--- config.mk ---
export PLATFORM = sky130hd
export DESIGN_NAME = pipelined_divmod_unit
export DESIGN_NICKNAME = d
export VERILOG_FILES = /design/src/rtl/pipelined_divmod_unit.sv
export SDC_FILE = /design/constraint.sdc
export NUM_CORES = 2
export LEC_CHECK = 0
export ABC_CLOCK_PERIOD_IN_PS = 31000
export CAP_MARGIN = 20
export CORE_UTILIZATION = 60
export DETAILED_ROUTE_END_ITERATION = 8
export PLACE_DENSITY = 0.78
export SETUP_SLACK_MARGIN = 0.05
export SLEW_MARGIN = 15
export SYNTH_ARGS = -nofsm -noshare
export SYNTH_HDL_FRONTEND = slang
export SYNTH_SLANG_ARGS = --single-unit
--- constraint.sdc ---
create_clock -name clk -period 31 [get_ports clk]
set_input_delay 6.2 -clock clk [delete_from_list [all_inputs] [get_ports clk]]
set_output_delay 6.2 -clock clk [all_outputs]
set_load 0.02 [all_outputs]
--- src/rtl/pipelined_divmod_unit.sv ---
// rtl/pipelined_divmod_unit.sv - pipelined unsigned non-restoring divide/modulo unit with valid/ready handshake
module pipelined_divmod_unit #(
  parameter int DIVIDEND_W     = 32,
  parameter int DIVISOR_W      = 16,
  parameter int ROWS_PER_STAGE = 4,
  parameter int TAG_W          = 4
) (
  input  logic                  clk,
  input  logic                  reset,
  input  logic                  in_valid,
  output logic                  in_ready,
  input  logic                  in_mode,
  input  logic [DIVIDEND_W-1:0] in_dividend,
  input  logic [DIVISOR_W-1:0]  in_divisor,
  input  logic [TAG_W-1:0]      in_tag,
  output logic                  out_valid,
  input  logic                  out_ready,
  output logic [DIVIDEND_W-1:0] out_result,
  output logic [TAG_W-1:0]      out_tag,
  output logic                  out_div0,
  output logic                  out_ovf
);

  localparam int QUOT_W = DIVIDEND_W - DIVISOR_W + 1;
  localparam int STAGES = (QUOT_W + ROWS_PER_STAGE - 1) / ROWS_PER_STAGE;
  localparam int PR_W   = DIVISOR_W + 1;
  localparam int HI_W   = DIVIDEND_W - QUOT_W;

  // Partial remainder is one bit wider than the divisor so its sign never aliases with magnitude.
  typedef struct packed {
    logic [PR_W-1:0]   rem;
    logic [QUOT_W-1:0] quo;
    logic [QUOT_W-1:0] dvd;
  } row_state_t;

  // Apply up to ROWS_PER_STAGE non-restoring rows; rows past QUOT_W are pass-through.
  function automatic row_state_t run_rows(input row_state_t st, input logic [DIVISOR_W-1:0] dsr,
                                          input int first_row);
    row_state_t      t;
    logic [PR_W-1:0] sh;
    t  = st;
    sh = '0;
    for (int j = 0; j < ROWS_PER_STAGE; j++) begin
      if (first_row + j < QUOT_W) begin
        sh = {t.rem[PR_W-2:0], t.dvd[QUOT_W-1]};
        if (t.rem[PR_W-1]) t.rem = sh + {1'b0, dsr};
        else               t.rem = sh - {1'b0, dsr};
        t.quo = {t.quo[QUOT_W-2:0], ~t.rem[PR_W-1]};
        t.dvd = {t.dvd[QUOT_W-2:0], 1'b0};
      end
    end
    return t;
  endfunction

  // Stage 0 holds the accepted operation; stages 1..STAGES hold results of successive row groups.
  row_state_t           st_q   [0:STAGES];
  row_state_t           st_d   [1:STAGES];
  logic [DIVISOR_W-1:0] dsr_q  [0:STAGES];
  logic                 mode_q [0:STAGES];
  logic [TAG_W-1:0]     tag_q  [0:STAGES];
  logic                 div0_q [0:STAGES];
  logic                 ovf_q  [0:STAGES];
  logic                 vld_q  [0:STAGES];

  logic                  out_valid_q;
  logic [DIVIDEND_W-1:0] out_result_q;
  logic [TAG_W-1:0]      out_tag_q;
  logic                  out_div0_q;
  logic                  out_ovf_q;

  logic                  adv;
  logic [HI_W-1:0]       in_hi;
  logic                  in_div0;
  logic                  in_ovf;
  row_state_t            st0_d;
  logic [DIVISOR_W-1:0]  rem_fix;
  logic [QUOT_W-1:0]     quo_fin;
  logic [DIVISOR_W-1:0]  rem_fin;
  logic [DIVIDEND_W-1:0] out_result_d;

  // Whole pipeline advances together; bubbles are not compressed.
  assign adv      = out_ready | ~out_valid_q;
  assign in_ready = adv;

  assign out_valid  = out_valid_q;
  assign out_result = out_result_q;
  assign out_tag    = out_tag_q;
  assign out_div0   = out_div0_q;
  assign out_ovf    = out_ovf_q;

  // Input preparation: flag checks and seeding the remainder with the dividend bits above the first row.
  always_comb begin
    in_hi     = in_dividend[DIVIDEND_W-1:QUOT_W];
    in_div0   = (in_divisor == '0);
    in_ovf    = ~in_div0 & ({1'b0, in_hi} >= in_divisor);
    st0_d.rem = {2'b00, in_hi};
    st0_d.quo = '0;
    st0_d.dvd = in_dividend[QUOT_W-1:0];
  end

  // Row groups between pipeline registers.
  always_comb begin
    for (int s = 1; s <= STAGES; s++) begin
      st_d[s] = run_rows(st_q[s-1], dsr_q[s-1], (s - 1) * ROWS_PER_STAGE);
    end
  end

  // Final correction, exceptional-case override and mode selection.
  always_comb begin
    rem_fix = st_q[STAGES].rem[DIVISOR_W-1:0]
            + (st_q[STAGES].rem[PR_W-1] ? dsr_q[STAGES] : '0);
    quo_fin = st_q[STAGES].quo;
    rem_fin = rem_fix;
    if (div0_q[STAGES] | ovf_q[STAGES]) begin
      quo_fin = '1;
      rem_fin = '0;
    end
    if (mode_q[STAGES]) out_result_d = {{(DIVIDEND_W-DIVISOR_W){1'b0}}, rem_fin};
    else                out_result_d = {{(DIVIDEND_W-QUOT_W){1'b0}}, quo_fin};
  end

  // Pipeline and output registers: cleared on reset, all hold when the output is stalled.
  always_ff @(posedge clk or posedge reset) begin
    if (reset) begin
      for (int s = 0; s <= STAGES; s++) begin
        st_q[s]   <= '0;
        dsr_q[s]  <= '0;
        mode_q[s] <= 1'b0;
        tag_q[s]  <= '0;
        div0_q[s] <= 1'b0;
        ovf_q[s]  <= 1'b0;
        vld_q[s]  <= 1'b0;
      end
      out_valid_q  <= 1'b0;
      out_result_q <= '0;
      out_tag_q    <= '0;
      out_div0_q   <= 1'b0;
      out_ovf_q    <= 1'b0;
    end else if (adv) begin
      st_q[0]   <= st0_d;
      dsr_q[0]  <= in_divisor;
      mode_q[0] <= in_mode;
      tag_q[0]  <= in_tag;
      div0_q[0] <= in_div0;
      ovf_q[0]  <= in_ovf;
      vld_q[0]  <= in_valid;
      for (int s = 1; s <= STAGES; s++) begin
        st_q[s]   <= st_d[s];
        dsr_q[s]  <= dsr_q[s-1];
        mode_q[s] <= mode_q[s-1];
        tag_q[s]  <= tag_q[s-1];
        div0_q[s] <= div0_q[s-1];
        ovf_q[s]  <= ovf_q[s-1];
        vld_q[s]  <= vld_q[s-1];
      end
      out_valid_q  <= vld_q[STAGES];
      out_result_q <= out_result_d;
      out_tag_q    <= tag_q[STAGES];
      out_div0_q   <= div0_q[STAGES];
      out_ovf_q    <= ovf_q[STAGES];
    end
  end

endmodule

== Yosys cells after proc, flatten, opt, wreduce, memory -nomap -nowiden ==
Cells that the tools add are included.
Widths: inputs -> output; s select.

* Register bits: 385
* Output and inout port bits: 40
* Input port bits: 57

* Reduce and logical (&&, ||, !) cells: 1
* Multiplexer cells: 20
* Order comparisons: 1
* Bitwise logic cells: 22
* $add $sub $neg: 34

{| class="wikitable"
|+ Operator list
! kind !! number
|-
| $mux 17 || 18
|-
| $add 17x16->17 || 16
|-
| $sub 17x16->17 || 16
|-
| $mux 16 || 2
|-
| $not 1->1 || 19
|-
| $sub 16x16->17 || 1
|-
| $add 16x16->16 || 1
|-
| $ge 15x16->1 || 1
|-
| $logic_not 16->1 || 1
|-
| $or 1x1->1 || 2
|-
| $and 1x1->1 || 1
|}

== Depth between registers and ports, before layout ==
* Depth in word-level cells: 9
* Depth in mapped cells: 64

== Worst setup path before layout ==
OpenSTA, ideal clock, no wires.

* Kind: reg2reg
* Start point: reg dsr_q[64] (netlist bit)
* End point: reg st_q[203] (netlist bit)
* Arrival: 13.683 ns
* Required time: 30.930 ns
* Clock period less this slack: 13.752 ns
* Buffers on the path: 8
* Slack: 17.248 ns
* Library setup time: 0.070 ns
* Cell stages (with the launch flop): 60
* Cell sequence: dfrtp_1 > or3_1 > clkbuf_1 > or3_1 > buf_2 > or3_1 > clkbuf_1 > or3_1 > buf_2 > or3_1 > or3_1 > or3_1 > nor2b_1 > xnor2_1 > ha_1 > a21oi_1 > nand2_1 > a311o_1 > (+24 left out) > o21ai_0 > a211o_1 > xnor2_1 > clkbuf_1 > xnor2_2 > mux2_2 > fa_1 > a21o_1 > a21oi_1 > o211ai_1 > o311ai_0 > o22ai_1 > o21ai_0 > o21ai_0 > xnor2_1 > or3_1 > mux2i_1 > nand3b_1

* Longest elaborated chain between the ends: 8
* Elaborated cells between the ends (all ways): 12
* Classes of those cells: 8 x add/sub; 4 x mux

{| class="wikitable"
|+ RTL lines
! item !! RTL line !! text
|-
| start: declaration || 58 || <nowiki>logic [DIVISOR_W-1:0] dsr_q [0:STAGES];</nowiki>
|-
| start signal: indexed assignment || 149 || <nowiki>dsr_q[s] <= dsr_q[s-1];</nowiki>
|-
| $sub 17x16->17 or $add 17x16->17 (tied branches) || 47, 46 ||
|-
| $mux 17 || 46 || <nowiki>if (t.rem[PR_W-1]) t.rem = sh + {1'b0, dsr};</nowiki>
|-
| $sub 17x16->17 or $add 17x16->17 (tied branches) || 47, 46 ||
|-
| $mux 17 || 46 ||
|-
| $sub 17x16->17 or $add 17x16->17 (tied branches) || 47, 46 ||
|-
| $mux 17 || 46 ||
|-
| $sub 17x16->17 or $add 17x16->17 (tied branches) || 47, 46 ||
|-
| $mux 17 * || 46 ||
|-
| end signal: indexed assignment || 148 || <nowiki>st_q[s] <= st_d[s];</nowiki>
|-
| end: declaration || 56 || <nowiki>row_state_t st_q [0:STAGES];</nowiki>
|}

Mark *: on every way between the ends. The rest lies on a longest branch, timed or not.
A chain may end at the register's enable or synchronous reset.

== Worst setup path in the final report ==
* Start point: reg dsr_q[50] (netlist bit)
* End point: reg st_q[152] (netlist bit)

Same word-level chain as after synthesis.

==> qor.tcl <==
set qor(die-height_um) 229
set qor(coreArea_mm2) 0.0506
set qor(crit_slowest_cell) {xnor2_1}
set qor(hold_class) {flop to flop}
set qor(worst_path_largest_cell_delay_ps) 750
set qor(vias) 26100
set qor(maxCapViolCount) 0
set qor(async_reset_ff_share_pct) 100
set qor(cts_buffer_depth) 3
set qor(ys_dominant_reg_cell) {dfrtp_1}
set qor(crit_path_frequent_cell) {xnor2_1}
set qor(timing.final.hold_violations) 0
set qor(numPortBuffers) 81
set qor(setup_viol) 0
set qor(final.setup_skew_ps) 53.0
set qor(worst_slew_margin_rel_pct) 39.8
set qor(synth-compound-area-share_pct) 15.4
set qor(reg2reg_depth) 49
set qor(max_freq_mhz) 65.4
set qor(first_pass_iters) 6
set qor(post_synth_most_frequent_cells) {nand2_1, dfrtp_1, nor2_1}
set qor(finalSetupTns_ps) 0
set qor(report.final.slew_viol_count) 0
set qor(worst-slew-pin-transition_ps) 894
set qor(antenna_left) 0
set qor(whs_path_depth) 2
set qor(dominant_cell_by_count_in_the_synthesized_netlist) {nand2_1}
set qor(post-dp-hpwl_um) 55000
set qor(post_synth_xor_area_fraction_pct) 13.6
set qor(timing.final.crit_share_pct) 49.3
set qor(diodes) 0
set qor(area_of_the_die_mm2) 0.0526
set qor(clock_buffer_count_from_cts) 41
set qor(detail_route.drc_violations) 0
set qor(worstPathRequired_ps) 31460
set qor(ff_latch_area_mm2) 0.00926
set qor(hold_path_endpoint) {st_d[128]}
set qor(synth_top_family_by_area) {simple AND/OR/NAND/NOR gates}
set qor(synth_enable_flop_cells) 0
set qor(netlist_top_cells_area) {dfrtp_1, ha_1, nand2_1}
set qor(cts.sink_count) 370
set qor(netlist.area_leader.share_pct) 29.8
set qor(drtIter0Drc) 1770
set qor(clkLatencyLatePin_ps) 600
set qor(avgRoutedWirePerCell_um) 15.8
set qor(num-fill-cells) 4383
set qor(syn-instance-count) 3905
set qor(post-route-min-period_ps) 15300
set qor(worst_setup_hold_path_clk_slew_ps) 60
set qor(synth_area_mm2) 0.0310
set qor(multi_input_area_mm2) 0.0206
set qor(area_share_of_fa_ha_maj_cells_after_synthesis_pct) 13.5
set qor(post-cts-setup-buffers) 0
set qor(first_global_vias) 25200
set qor(grt_remaining_overflow) 0
set qor(status) {completed}
set qor(clock_tree.root_cell) {clkbuf_16}
set qor(setup.worst_path.end_class) {flop}
set qor(clock_tree_from_tritoncts) {yes}
set qor(synth_sequential_area_ratio_pct) 29.8
set qor(yosys_warnings) 0
set qor(synth.area.mux_share_pct) 0.714
set qor(setup.worst_path.start_class) {flop}
set qor(crit_type) {flop to flop}
set qor(highest_layer) {met4}
set qor(rsz0062_at_grt) {no}
set qor(cts_hold_buf) 0
set qor(number_of_antenna_violations_at_the_first_check_in_global_routing) 0
set qor(hold_start) {st_d[175]}
set qor(path_max_fanout) 10
set qor(metal3_wl_um) 3230
set qor(via_per_inst) 5.68
set qor(area.growth.synth_to_final_pct) 8.40
set qor(synth.ff_latch_count) 370
set qor(syn_avg_cell_area_um2) 7.95
set qor(worstPathArrival_ps) 15750
set qor(cts_resized) 0
set qor(placementRows) 82
set qor(synth.distinct_cells) 86
set qor(all_layer_global_routing_usage_pct) 27.8
set qor(placed_cells) 4516
set qor(worstReg2RegStart) {dsr_q[50]}
set qor(start_util_pct) 61.4
set qor(route.met2.wl_um) 34800
set qor(yosys.area_share.simple_pct) 22.9
set qor(reg2reg_slack_ps) 15700
set qor(pin_count) 97
set qor(r2r-end) {st_q[152]}
set qor(yosysTopAreaCell) {dfrtp_1}
set qor(final_net_count) 4269
set qor(grt_start_max_net_pins) 135
set qor(die_width_um) 229
set qor(met1Wirelength_um) 32600
set qor(postRouteWirelength_um) 72700
set qor(finalNonFillerCells) 4589
set qor(drive_gt1_share_pct) 3.70
set qor(grt_pass1_wl_um) 122000
set qor(finalWeightedCongestion) 0.932
set qor(htreeDepth) 2
-- placed cells by master (no fill, tap or decap), drive strengths merged, types with 91 or more instances in the layout --
| cell | n |
|---|---|
| nand2 | 895 |
| ha | 307 |
| xor2 | 157 |
| nor3 | 91 |
| a21oi | 234 |
| o21ai | 202 |
| nor2 | 359 |
| dfrtp | 370 |
| xnor2 | 306 |
| inv | 113 |
-- stage by stage --
step                util, %  setup slack, ps  area [um^2]  hold slack [ps]
global route           66.5            14400        33600              478
detailed placement     63.6            16060        32200              452
floorplan                 -            14530        31100              430
CTS                    66.5            15960        33600              425
finish                 66.5            15700        33600              431
global placement       63.6            16490        32200              443
-- cell families after synthesis --
family / after synthesis
fa+ha+maj: 325
mux: 20
xor+xnor: 470
other cells: 1
simple gates: 1649
flops: 370
buf+inv: 302
compound gates: 768
-- layer usage --
metal	track usage (%)	vias to the layer above
met1	36.8	12300
li1	-	13200
met2	47.7	536
met4	9.04	0
met3	2.71	122
met5	0	-
-- worst max-delay path, delay by kind of cell (launching register included) --
kind | cells | cell delay [ps]
compound gates | 23 | 5930
simple gates | 11 | 3490
xor+xnor | 9 | 2860
fa+ha+maj | 4 | 1670
mux | 2 | 670
flops | 1 | 520
-- worst max path at each step --
stage / startpoint / to / slack, ps / cells after the start
global placement: out_ready / in_ready / 16490 / 5
global route: dsr_q[50] / st_q[152] / 14400 / 49
floorplan: reset / div0_q[0] / 14530 / 1
detailed placement: dsr_q[50] / st_q[152] / 16060 / 49
finish: dsr_q[50] / st_q[152] / 15700 / 49
CTS: dsr_q[50] / st_q[152] / 15960 / 49
-- area by class of cell --
class                           count  area share (%)
Timing Repair Buffer              103            2.90
Tap cell                          672            2.50
Clock buffer                       55            3.56
Sequential cell                   370            27.5
Clock inverter                     18           0.833
Multi-Input combinational cell   3247            61.3
Inverter                          124            1.43
-- sequential cells by signal, indices dropped and copies added, names as in the netlist, 4 cells and up --
register and count:
out_result 17, st_q 134, tag_q 24, div0_q 6, out_tag 4, mode_q 6, ovf_q 6, st_d 68
dsr_q 96, vld_q 6
Power is not shown: default switching activity piles up to over one toggle a cycle in this logic, so the estimate is an artifact.
